## src/rtl/mem_arbiter.sv

```systemverilog
// Shared main-memory arbiter: D-cache write-through stores, then D-cache fills, then
// I-cache fills. Fills stream one block of word reads and return each word to the owner.
module mem_arbiter #(
  parameter int MEM_LATENCY = 4,
  parameter int BLOCK_WORDS = 8,
  parameter int ADDR_W      = 16,
  parameter int DATA_W      = 16
) (
  input  logic                           clk,
  input  logic                           rst,
  input  logic                           i_miss,
  input  logic [ADDR_W-1:0]              i_miss_addr,
  input  logic                           d_miss,
  input  logic [ADDR_W-1:0]              d_miss_addr,
  input  logic                           d_wr,
  input  logic [ADDR_W-1:0]              d_wr_addr,
  input  logic [DATA_W-1:0]              d_wr_data,
  output logic                           d_wr_ack,
  output logic                           mem_en,
  output logic                           mem_wr,
  output logic [ADDR_W-1:0]              mem_addr,
  output logic [DATA_W-1:0]              mem_wdata,
  input  logic [DATA_W-1:0]              mem_rdata,
  input  logic                           mem_valid,
  output logic [DATA_W-1:0]              fill_data,
  output logic [$clog2(BLOCK_WORDS)-1:0] fill_word,
  output logic                           i_fill_we,
  output logic                           d_fill_we,
  output logic                           i_fill_done,
  output logic                           d_fill_done,
  output logic                           busy
);

  localparam int WB = $clog2(BLOCK_WORDS);
  localparam int CW = WB + 1;
  localparam int QW = $clog2(MEM_LATENCY + 1);

  typedef enum logic [2:0] {QUIET, IDLE, WRITE, FILL, RECOVER} state_t;

  state_t            r_state;
  logic [CW-1:0]     r_iss_cnt;
  logic [CW-1:0]     r_ret_cnt;
  logic [QW-1:0]     r_q_cnt;
  logic              r_own_i;
  logic              r_own_d;
  logic [ADDR_W-1:0] r_base;
  logic              r_mem_en;
  logic              r_mem_wr;
  logic [ADDR_W-1:0] r_mem_addr;
  logic [DATA_W-1:0] r_mem_wdata;
  logic              r_wr_ack;
  logic              r_busy;

  logic              w_ret;
  logic              w_last;
  logic [ADDR_W-1:0] w_d_base;
  logic [ADDR_W-1:0] w_i_base;
  logic [ADDR_W-1:0] w_iss_addr;

  // Block base: clear the word-index bits plus the byte-in-word bit.
  assign w_d_base   = {d_miss_addr[ADDR_W-1:WB+1], {(WB+1){1'b0}}};
  assign w_i_base   = {i_miss_addr[ADDR_W-1:WB+1], {(WB+1){1'b0}}};
  assign w_iss_addr = r_base + ADDR_W'({r_iss_cnt, 1'b0});

  // Returns are taken only while filling and only up to a full block.
  assign w_ret  = (r_state == FILL) && mem_valid && (r_ret_cnt < CW'(BLOCK_WORDS));
  assign w_last = w_ret && (r_ret_cnt == CW'(BLOCK_WORDS - 1));

  assign fill_data   = w_ret ? mem_rdata : '0;
  assign fill_word   = w_ret ? r_ret_cnt[WB-1:0] : '0;
  assign i_fill_we   = w_ret & r_own_i;
  assign d_fill_we   = w_ret & r_own_d;
  assign i_fill_done = w_last & r_own_i;
  assign d_fill_done = w_last & r_own_d;

  assign mem_en    = r_mem_en;
  assign mem_wr    = r_mem_wr;
  assign mem_addr  = r_mem_addr;
  assign mem_wdata = r_mem_wdata;
  assign d_wr_ack  = r_wr_ack;
  assign busy      = r_busy;

  always_ff @(posedge clk or posedge rst) begin
    if (rst) begin
      r_state     <= QUIET;
      r_iss_cnt   <= '0;
      r_ret_cnt   <= '0;
      r_q_cnt     <= '0;
      r_own_i     <= 1'b0;
      r_own_d     <= 1'b0;
      r_base      <= '0;
      r_mem_en    <= 1'b0;
      r_mem_wr    <= 1'b0;
      r_mem_addr  <= '0;
      r_mem_wdata <= '0;
      r_wr_ack    <= 1'b0;
      r_busy      <= 1'b0;
    end else begin
      r_mem_en    <= 1'b0;
      r_mem_wr    <= 1'b0;
      r_mem_addr  <= '0;
      r_mem_wdata <= '0;
      r_wr_ack    <= 1'b0;
      case (r_state)
        // Reads issued before reset may still return; let them drain unseen.
        QUIET: begin
          if (r_q_cnt == QW'(MEM_LATENCY - 1)) begin
            r_state <= IDLE;
            r_busy  <= 1'b0;
          end else begin
            r_q_cnt <= r_q_cnt + 1'b1;
            r_busy  <= 1'b1;
          end
        end
        IDLE: begin
          r_iss_cnt <= '0;
          r_ret_cnt <= '0;
          if (d_wr) begin
            r_state     <= WRITE;
            r_mem_en    <= 1'b1;
            r_mem_wr    <= 1'b1;
            r_mem_addr  <= d_wr_addr;
            r_mem_wdata <= d_wr_data;
            r_wr_ack    <= 1'b1;
            r_busy      <= 1'b1;
          end else if (d_miss) begin
            r_state    <= FILL;
            r_own_d    <= 1'b1;
            r_base     <= w_d_base;
            r_mem_en   <= 1'b1;
            r_mem_addr <= w_d_base;
            r_iss_cnt  <= CW'(1);
            r_busy     <= 1'b1;
          end else if (i_miss) begin
            r_state    <= FILL;
            r_own_i    <= 1'b1;
            r_base     <= w_i_base;
            r_mem_en   <= 1'b1;
            r_mem_addr <= w_i_base;
            r_iss_cnt  <= CW'(1);
            r_busy     <= 1'b1;
          end else begin
            r_busy <= 1'b0;
          end
        end
        WRITE: begin
          r_state <= IDLE;
          r_busy  <= 1'b0;
        end
        FILL: begin
          if (r_iss_cnt < CW'(BLOCK_WORDS)) begin
            r_mem_en   <= 1'b1;
            r_mem_addr <= w_iss_addr;
            r_iss_cnt  <= r_iss_cnt + 1'b1;
          end
          if (w_ret)
            r_ret_cnt <= r_ret_cnt + 1'b1;
          if (w_last)
            r_state <= RECOVER;
        end
        RECOVER: begin
          r_state <= IDLE;
          r_own_i <= 1'b0;
          r_own_d <= 1'b0;
          r_busy  <= 1'b0;
        end
        default: begin
          r_state <= QUIET;
          r_q_cnt <= '0;
        end
      endcase
    end
  end

endmodule

```

## config.mk

```make
export PLATFORM = sky130hd
export DESIGN_NAME = mem_arbiter
export DESIGN_NICKNAME = d
export VERILOG_FILES = /design/src/rtl/mem_arbiter.sv
export SDC_FILE = /design/constraint.sdc
export NUM_CORES = 1
export LEC_CHECK = 0
export CORE_MARGIN = 3
export CORE_UTILIZATION = 35
export DETAILED_ROUTE_END_ITERATION = 10
export PLACE_DENSITY = 0.7
export REMOVE_ABC_BUFFERS = 1
export SYNTH_ARGS = -nofsm -noshare
export SYNTH_HDL_FRONTEND = slang
export SYNTH_SLANG_ARGS = --single-unit
export TNS_END_PERCENT = 50
```

## constraint.sdc

```tcl
create_clock -name clk -period 5 [get_ports clk]
set_input_delay 0.5 -clock clk [delete_from_list [all_inputs] [get_ports clk]]
set_output_delay 0.5 -clock clk [all_outputs]
set_load 0.02 [all_outputs]
```

### Yosys cells after proc, flatten, opt, wreduce, memory -nomap -nowiden

Index checks and enable logic that the tools add are counted.

* bits in registers: 67

* add/subtract/negate cells: 4
* magnitude comparators: 2
* equal/unequal tests: 16
* muxes and demuxes: 42
* bitwise gates (word level): 6
* reduce and logical (&&, ||, !) cells: 17

Operators with widths (number)
* 16-bit 2-to-1 mux: 9
* 16-bit case mux with 2 select lines: 1
* 3-bit 2-to-1 mux: 7
* 16-bit by 5-bit adder with 16-bit output: 1
* 2-bit inequality test (second input constant): 8
* 4-bit case mux with 2 select lines: 2
* 1-bit 2-to-1 mux: 15
* 3-bit case mux with 4 select lines: 1
* 3-bit by 2-bit equality test with 1-bit output (second input constant): 3
* 3-bit AND reduction: 3
* 4-bit by 1-bit adder with 4-bit output (second input constant): 2
* 4-bit less-than comparator (second input constant): 2
* 4-bit 2-to-1 mux: 2
* 1-bit case mux with 2 select lines: 3
* 3-bit case mux with 2 select lines: 1
* 2-bit AND reduction: 3
* 2-bit nonzero test: 3
* 1-bit AND: 4
* 4-bit by 3-bit equality test with 1-bit output (second input constant): 1
* 4-bit inequality test (second input constant): 1
* 4-bit AND reduction: 1
* 4-bit OR reduction: 1
* 3-bit by 1-bit adder with 3-bit output (second input constant): 1
* 3-bit by 1-bit equality test with 1-bit output (second input constant): 1
* 8 further kinds: 11

### Longest topological paths before layout

* depth in word-level cells: 6
* mapped depth: 7

### Least setup slack after synthesis

No wires, ideal clock.

* path type: register -> output
* start: register r_state[0]
* end: output port fill_data[10]
* arrival: 1.304 ns
* setup slack: 3.196 ns
* stages on the path, launching flop included: 7
* path buffers: 3
* cell sequence: dfrtp_1 > buf_6 > and2b_1 > buf_6 > and3_4 > buf_2 > and2_1

* cells in the longest elaborated chain, start to end: 4

Ends and longest elaborated chain
* from (decl): line 40 `state_t r_state;`
* from (signal assigned): line 85 `r_state <= QUIET;`
* from (signal assigned): line 108 `r_state <= IDLE;`
* from (signal assigned): line 119 `r_state <= WRITE;`
* 3-bit by 2-bit equality test with 1-bit output: line 66 `assign w_ret = (r_state == FILL) && mem_valid && (r_ret_cnt < CW'(BLOCK_WORDS));`
* 1-bit logical AND (2 in series): line 66
* 16-bit 2-to-1 mux: line 69 `assign fill_data = w_ret ? mem_rdata : '0;`
* to (decl): line 25 `output logic [DATA_W-1:0] fill_data,`

Every way passes these cells.

### Worst setup path after layout

* start: register r_state[0]
* end: output port fill_data[15]

Same word-level chain as after synthesis.

==> results.json <==
{
  "p_total_uw": 2220,
  "arrival_time_reported_for_the_critical_path_endpoint_ps": 2460,
  "total_leakage_power_uw": 0.002090,
  "combPwrFrac_pct": 39.5,
  "finClkSkew_ps": 11.33,
  "setup_viol": 0,
  "clock_sinks": 63,
  "proportion_of_layout_cells_with_a_drive_suffix_above_1_pct": 7.196,
  "root_buffer": "clkbuf_8",
  "area_overhead_vs_synth_pct": 54.29,
  "max_cap_viol_count": 0,
  "firstDrtPassIters": 4,
  "synth_flop_cell": "dfrtp_1",
  "route.final.wire_length_um": 7284,
  "syn-instance-count": 267,
  "finalMaxSlewViolations": 0,
  "chipHeight_um": 98.45,
  "cp_max_fo": 23,
  "clock_pin_slew_reported_for_the_worst_setup_and_hold_paths_after_clock_tree_synthesis_ps": 80,
  "power_frac_seq_pct": 36.1,
  "final_routed_wire_length_divided_by_cell_count_um": 14.34,
  "timing_worst_slew_pin_value_ps": 780.9,
  "grt_remaining_overflow": 0,
  "post_synth.cell_area_avg_um2": 11.20,
  "cts_resized": 0,
  "post_synth_edffs": 0,
  "grt_pass1_wl_um": 11790,
  "final_nets": 489,
  "syn_area_mm2": 0.002992,
  "post_drt_via_cell_ratio": 4.772,
  "intPower_uw": 1465,
  "num_io_pins": 145,
  "fp-row-count": 33,
  "min_period_ps": 2958,
  "route.antenna.remaining_nets": 0,
  "initial_core_util_pct": 36.23,
  "rsz_0062_raised_after_global_routing": "false",
  "htreeDepth": 3,
  "fraction_of_power_consumed_by_the_clock_network_pct": 24.4,
  "grt_start_max_net_pins": 64,
  "routed-via-count": 2424,
  "fmax_ghz": 0.3381,
  "critical_path.endpoint_type": "output port",
  "io_buffers": 136,
  "postSynth.asyncResetShare_pct": 100.0,
  "hold_path_class": "register to register",
  "synth.yosys.seq_area_share_pct": 52.70,
  "outcome": "finished, final reports clean",
  "worstPathRequired_ps": 4500,
  "die_x_um": 98.45,
  "design.core.area_mm2": 0.008258,
  "postCtsSetupBuffers": 0,
  "gp_congestion": 0.7404,
  "ys_warn_count": 0,
  "drc": 0,
  "first_iter_violations": 108,
  "worstSetupPathType": "register to output port",
  "p_per_area_mw_per_mm2": 480.9,
  "vias_in_the_first_global_route": 2379,
  "num_antenna_cells": 0,
  "die_area_mm2": 0.009692,
  "ys_ff_latch": 63,
  "power.switching_fraction_pct": 34.00,
  "tritoncts_clock_tree": "yes",
  "cts_hold_buffers": 0,
  "final_min_period_over_clock_period_pct": 59.16,
  "clk-insertion-delay-late_ps": 330,
  "timing_hold_violations_final": 0,
  "cts_made_buffers": 9,
  "slew-limit-headroom_pct": 47.94,
  "vdd_drop_max_uv": 215.4,
  "p_switching_uw": 754.6,
  "hpwlAfterDp_um": 5273,
  "startpoint_type": "register",
  "tns_ps": 0,
  "grt_antenna_before_repair": 0,
  "clock_tree.buffer_depth": 2,
  "netlist-cell-type-count": 45,
  "grt_use_total_pct": 15.08
}
[final cells by class]
class / instances / area [um2]
Multi-Input combinational cell: 181 / 1267
Tap cell: 105 / 131.4
Fill cell: 731 / 3642
Inverter: 5 / 18.77
Clock buffer: 10 / 137.6
Timing Repair Buffer: 138 / 1376
Clock inverter: 6 / 107.6
Sequential cell: 63 / 1577
[metal layers]
layer	routed length (um)	track usage, %	vias to the layer above	share of wire (%)
met2	3587	24.80	71	49
met3	345	2.760	11	4.7
met4	119	6.828	0	1.6
li1	-	-	1189	-
met5	0	0	-	0
met1	3232	19.38	1153	44
[cells by family (layout without fill, tap and decap cells)]
logic type	after synthesis	in the layout	share of synthesized area, %
and+or+nand+nor	104	104	20.20
adders and majority gates	6	6	2.426
xor gates and xnor gates	6	6	1.757
buffers and inverters	23	159	4.935
AOI/OAI and AO/OA	50	50	12.97
muxes	15	15	5.019
DFF	63	63	52.70
[placed cells by master, fill, tap and decap left out, types with 2 or more instances in the layout]
cell,count
and3_4,2
nor2_2,2
inv_1,4
o22ai_1,3
nor4_1,2
ha_1,5
a21o_1,13
a22o_1,6
a21oi_1,6
clkbuf_8,10
dfrtp_1,63
nor3_1,4
nand2b_1,3
xnor2_1,2
nor2_1,23
bufinv_16,3
and2_1,39
o21ai_0,3
nand2_1,12
clkdlybuf4s50_1,136
nand3_1,2
and3_1,3
mux2i_1,15
a221o_1,12
a31oi_1,2
clkinv_2,2
buf_4,2
xor2_1,4
[flip-flops by register name, summed over array words and instances, names as in the netlist]
name and cells:
mem_addr 16, mem_wdata 16, r_base 12, r_iss_cnt 4, r_ret_cnt 4, r_q_cnt 3
r_state 3, busy 1, d_wr_ack 1, mem_en 1, r_own_d 1, r_own_i 1
[worst paths after layout]
path | from | depth (start not counted) | endpoint | slack, ps
hold / removal | r_base[15] | 1 | r_base[15] | 480
min in group asynchronous | rst | 3 | mem_wdata[0] | 720
max in group asynchronous | rst | 3 | r_base[13] | 3770
hold reg to reg | r_base[15] | 1 | r_base[15] | 480
setup reg to reg | r_state[1] | 4 | mem_addr[12] | 3140
setup / recovery | r_state[0] | 4 | fill_data[15] | 2040
[through the flow]
stage                     instances  area (um2)  hold slack (ps)  worst slack [ps]  util, %
after global placement          492        4370            460.0              2434    52.92
after detailed placement        492        4370            471.4              2392    52.92
after floorplan                 249        2863            449.9              2930        -
after global routing            508        4616            514.8              1886    55.89
after CTS                       508        4616            486.8              2001    55.89
final                           508        4616            483.6              2042    55.89
[Yosys cell counts, drive strengths merged, types with 2 or more instances]
cell type	n	area, um2
a21o	13	97.59
a21oi	6	30.03
a221o	12	120.1
a22o	6	52.55
a31oi	2	12.51
and2	40	252.7
and3	5	41.29
buf	15	117.6
clkbuf	3	11.26
dfrtp	63	1577
ha	5	62.56
inv	5	18.77
mux2i	15	150.1
nand2	12	45.04
nand2b	4	32.53
nand3	2	10.01
nand3b	2	18.77
nor2	25	98.84
nor3	6	46.30
nor4	2	12.51
o21ai	4	20.01
o22ai	3	18.77
xnor2	2	17.52
xor2	4	35.03
[worst max-delay path, cell delays in order, from the launching register on]
cell and delay [ps]:
dfrtp_1 610, and2b_1 380, and3_4 370, and2_1 150
clkdlybuf4s50_1 610
[power by group through the flow]
| stage | registers (uW) | clock network (uW) | logic (uW) |
|---|---|---|---|
| floorplan | 878 | 0 | 430 |
| global placement | 804 | 0 | 872 |
| detailed placement | 809 | 0 | 891 |
| CTS | 801 | 556 | 895 |
| global route | 824 | 573 | 965 |
| finish | 801 | 541 | 878 |
No activity file was read; power rests on OpenSTA's default activity.
==> patch 1 (same flow settings) <==
Re-encode `state_t` (5 states) as one-hot, 5 bits wide.
--- a/src/rtl/mem_arbiter.sv
+++ b/src/rtl/mem_arbiter.sv
@@ -37,3 +37,3 @@
 
-  typedef enum logic [2:0] {QUIET, IDLE, WRITE, FILL, RECOVER} state_t;
+  typedef enum logic [4:0] {QUIET = 5'b00001, IDLE = 5'b00010, WRITE = 5'b00100, FILL = 5'b01000, RECOVER = 5'b10000} state_t;
 
Behaviour: no difference found for any inputs over 10 cycles, from zero or initial values and one cycle with rst high; not proved beyond that.
==> patch 1 against the original RTL <==
Setup slack worse by 370 ps. Area after synthesis is 1.3% higher. Count of clock-buffer cells in the layout stayed put. Routed wire length is 1.8% higher. Sequential cell count is 2 higher. Design area is 1.4% higher. Critical endpoint is now i_fill_done. Largest cell class unchanged.
Power is not compared: it rests on default switching activity, and its combinational part moved more than twofold at a synthesized area within 25%.
==> patch 1: results (changes against the original RTL) <==
| Group | Parameter | Value | vs unedited |
| --- | --- | --- | --- |
| routing | Initial DRC count | 103 | -4.6% |
| grt | Maximum number of pins on one net before global-route repair | 66 | +3.1% |
| timing | Layout Skew | 5.983 ps | -5.347 ps |
| setup path | Top fanout value on the critical path | 25 | +8.7% |
| place | Detail Placement HPWL | 5481 µm | +3.9% |
| place | Placer's final routability congestion estimate | 0.8013 | +8.2% |
| grt | GRT Overall Usage | 15.38% | +0.31 points |
| clocking | Deepest clock path buffer count | 2 | unchanged |
| yosys | Leading cell types by total area after synthesis | dfrtp_1, and2_1, mux2i_1, a221o_1, o21ai_0 |  |
| place | Placed Cells incl. Taps | 499 | +1.4% |
| layout | Ratio of cells with drive above 1 in the final layout | 7.561% | +0.36 points |
| layout | Number of inserted filler cells in the final layout | 716 | -2.1% |
| setup path | RR Startpoint | r_q_cnt[0] |  |
| yosys | Sequential element share of the synthesized area | 53.72% | +1.0 points |
| setup path | Critical Path Source | r_state[4] |  |
| layout | Nets | 495 | +1.2% |
| routing | Via density | 4.895 | +2.6% |
| yosys | Top cells by count, synth | dfrtp_1, and2_1, nand2_1, o21ai_0, nor2_1 |  |
| setup path | Cell type of the slowest stage on the worst timing path | and3_1 |  |
| routing | Via total after detailed routing | 2521 | +4.0% |
| yosys | Synthesized area per cell | 11.10 µm² | -0.93% |
| routing | Final routed wirelength across all metal layers | 7415 µm | +1.8% |
| outcome | Run status | completed |  |
| setup path | Worst Path Arrival | 2830 ps | +370 ps |
| yosys | Yosys cell types | 47 | +4.4% |
| grt | First-pass GRT wire length | 12170 µm | +3.3% |
| grt | Number of global-route vias before repair | 2468 | +3.7% |
[patch 1: cell types whose count changed after synthesis, sizes merged, moves of 5 or more]
cell	unedited run	this run
a21o	13	8
buf	15	9
clkbuf	3	8
nand2	12	17
nor2	25	15
o21ai	4	17
[patch 1: cell type report]
class | instances | area (µm²) | area share, %
clock buffers | 10 | 137.6 | 2.942
clock inverters | 6 | 91.34 | 1.952
inverters | 6 | 22.52 | 0.4814
multi-input cells | 185 | 1291 | 27.60
flip-flops and latches | 65 | 1628 | 34.80
well taps | 105 | 131.4 | 2.808
repair buffers | 138 | 1376 | 29.42
[patch 1: power by group through the flow]
| stage | Sequential, µW | Clock (µW) | Combinational (µW) |
|---|---|---|---|
| finish | 719 | 496 | 358 |
| global route | 737 | 527 | 400 |
| CTS | 719 | 509 | 365 |
| detailed placement | 727 | 0 | 366 |
| global placement | 724 | 0 | 353 |
| floorplan | 715 | 0 | 220 |
[patch 1: per-stage QoR]
stage	utilization [%]	area [µm²]	setup WS [ps]	hold WS (ps)
3_3_place_gp	53.61	4449	1757	460.9
5_1_grt	56.37	4678	1452	501.0
3_5_place_dp	53.61	4449	1733	479.6
2_1_floorplan	-	2942	2805	444.7
6_report	56.37	4678	1672	490.4
4_1_cts	56.37	4678	1591	492.8
[patch 1: worst paths after layout]
kind / to / slack, ps / cells past startpoint
setup / recovery: i_fill_done / 1670 / 5
hold / removal: r_base[15] / 490 / 2
setup reg to reg: r_q_cnt[2] / 2910 / 6
hold reg to reg: r_base[15] / 490 / 2
max in group asynchronous: r_base[6] / 3750 / 3
min in group asynchronous: mem_wdata[12] / 720 / 3
[patch 1: kinds of logic after synthesis]
family | count (synthesis) | share of synthesized area (%)
fa+ha+maj | 4 | 1.652
simple gates | 106 | 21.06
xor+xnor | 2 | 0.5781
compound gates | 60 | 15.03
mux | 13 | 4.294
buf+inv | 23 | 3.675
flops | 65 | 53.72
[patch 1: tightest hold or removal path, stage by stage (launching register included)]
cell     delay [ps]
dfrtp_1         350
nand2_1          50
o21ai_0          60
[patch 1: routing by layer]
layer  wire length [µm]  global-route usage, %
met4                103                  5.147
met5                  0                      0
met3                444                  3.185
met2               3662                  25.31
met1               3205                  20.23
==> patch 2 (same settings) <==
Made on the original files. `MEM_LATENCY`: 4 -> 16.
--- a/src/rtl/mem_arbiter.sv
+++ b/src/rtl/mem_arbiter.sv
@@ -3,3 +3,3 @@
 module mem_arbiter #(
-  parameter int MEM_LATENCY = 4,
+  parameter int MEM_LATENCY = 16,
   parameter int BLOCK_WORDS = 8,
Check against the original RTL: not equivalent (Yosys sat finds a counterexample within 10 cycles, from zero or initial values and one cycle with rst high).
==> patch 2 against the original RTL <==
Final cell count is 0.39% higher. Register-to-register slack worse by 650 ps. Design area is 0.76% higher. Setup slack worse by 650 ps. Area after synthesis increased by 0.54%. Count of clock-buffer cells in the layout grew 1. Global-route usage is 1.0 points higher. Combinational power is 10% lower. Sequential cell count grew 2. Total power decreased by 5.1%. Routed wire length up 3.2%. Critical endpoint is now fill_word[2]. Largest cell class unchanged. Highest routed layer unchanged.
==> patch 2: results (changes against the original RTL) <==
| Group | Parameter | Value | vs unedited |
| --- | --- | --- | --- |
| setup path | Top fanout value on the critical path | 24 | +4.3% |
| setup path | Length in cells of the worst reg-to-reg path | 5 | +1 |
| setup path | RR Startpoint | r_state[2] |  |
| min path | Min-delay src | r_base[14] |  |
| routing | Detailed-routed wire length on met2 | 3651 µm | +1.8% |
| timing | Layout Skew | 10.09 ps | -1.237 ps |
| power | Maximum ir drop on the vdd rail | 191.3 µV | -11% |
| clocking | Clock root buffer | clkbuf_8 |  |
| setup path | Reg2Reg Capture Point | mem_addr[6] |  |
| setup path | Worst Path Arrival | 3110 ps | +650 ps |
| grt | Number of global-route vias before repair | 2463 | +3.5% |
| routing | Number of detailed-route iterations in the first pass | 6 | +2 |
| yosys | Sequential element share of the synthesized area | 54.08% | +1.4 points |
| place | Total cell area at the placement stage | 4413 µm² | +0.97% |
| yosys | Yosys cell types | 42 | -6.7% |
| layout | Total area of sequential cells | 1627 µm² | +3.2% |
| layout | Nets | 490 | +0.20% |
| routing | Length of routed met3 wiring | 652 µm | +89% |
| clocking | Total CTS buffers | 9 | unchanged |
| place | Placer's final routability congestion estimate | 0.7414 | +0.14% |
| timing | Actual slew at the worst max-slew pin | 1096 ps | +314.9 ps |
| timing | Final hold slack | 481.5 ps | -2.044 ps |
| clocking | Post-CTS Resized | 0 | unchanged |
| power | Fraction of power spent switching nets | 33.98% | about the same |
| place | Detail Placement HPWL | 5454 µm | +3.4% |
| grt | First-pass GRT wire length | 12420 µm | +5.4% |
| yosys | Leading cell types by total area after synthesis | dfrtp_1, and2_1, mux2i_1, and3_1, a21o_1 |  |
| routing | Initial DRC count | 102 | -5.6% |
| min path | Worst Hold Class | flip-flop to flip-flop |  |
| grt | GRT Overall Usage | 16.07% | +1.0 points |
| routing | Via density | 4.886 | +2.4% |
| layout | Number of inserted filler cells in the final layout | 719 | -1.6% |
| routing | Met1 wire length | 3165 µm | -2.1% |
| setup path | R2r setup slk | 2490 ps | -650 ps |
| routing | Final routed wirelength across all metal layers | 7519 µm | +3.2% |
| outcome | Run status | completed |  |
| grt | Maximum number of pins on one net before global-route repair | 40 | -38% |
| power | Leakage power | 0.002119 µW | +1.4% |
| yosys | Top cells by count, synth | dfrtp_1, and2_1, and3_1, nor2_1 |  |
| setup path | Slowest stage delay, CP | 910 ps | +300 ps |
==> patch 2: cell count changes after synthesis, moves of 5 or more <==
| cell | delta |
|---|---|
| o21ai_0 | +5 |
| nor2_1 | -6 |
| a221o_1 | -7 |
| and3_1 | +17 |
| and2_1 | -15 |
| nor2_4 | +8 |
| a221o_2 | +7 |
| clkbuf_1 | +10 |
==> patch 2: how the worst max path moves through the flow <==
stage	startpoint	to	slack (ps)	cells after the start
after floorplan	r_state[2]	d_fill_we	2760	3
after global placement	mem_valid	fill_word[1]	1700	5
after detailed placement	mem_valid	fill_word[2]	1650	5
after CTS	r_state[2]	fill_word[2]	1320	4
after global routing	r_state[2]	fill_data[3]	1060	4
final	r_state[2]	fill_word[2]	1390	4
==> patch 2: per-layer routing <==
layer | global-route usage [%] | vias to the layer above
li1 | - | 1217
met1 | 20.54 | 1171
met2 | 25.95 | 96
met3 | 5.520 | 8
met4 | 4.727 | 0
met5 | 0 | -
==> patch 2: cell type report <==
cell class | instances | area share (%)
multi-input cells | 180 | 26.85
clock inverters | 5 | 1.856
well taps | 105 | 2.825
flip-flops and latches | 65 | 34.97
repair buffers | 140 | 29.92
inverters | 4 | 0.3228
clock buffers | 11 | 3.255
==> patch 2: worst max-delay path, delay by kind of cell, from the launching register on <==
kind,cells,cell delay [ps]
DFF,1,580
buffers and inverters,1,620
and+or+nand+nor,3,1560
==> patch 2: cell families (layout without fill, tap and decap cells) <==
| kind of cell | after synthesis | in the layout | synth area share [%] |
|---|---|---|---|
| adder cells (fa/ha/maj) | 5 | 5 | 1.997 |
| buffers and inverters | 25 | 160 | 4.409 |
| flip-flops | 65 | 65 | 54.08 |
| multiplexers | 13 | 13 | 4.326 |
| AND/OR/NAND/NOR | 104 | 104 | 20.80 |
| AO/OA/AOI/OAI | 58 | 58 | 14.39 |
==> patch 2: power by group through the flow <==
stage               clock (µW)  combinational (µW)  sequential, µW
floorplan                    0                 362             877
global placement             0                 779             800
detailed placement           0                 794             806
CTS                        537                 801             799
global route               556                 866             825
finish                     519                 789             800
==> patch 2: stage by stage <==
stage | setup slack, ps | std cells
2_1_floorplan | 2763 | 249
3_3_place_gp | 1699 | 494
3_5_place_dp | 1646 | 494
4_1_cts | 1317 | 510
5_1_grt | 1065 | 510
6_report | 1391 | 510
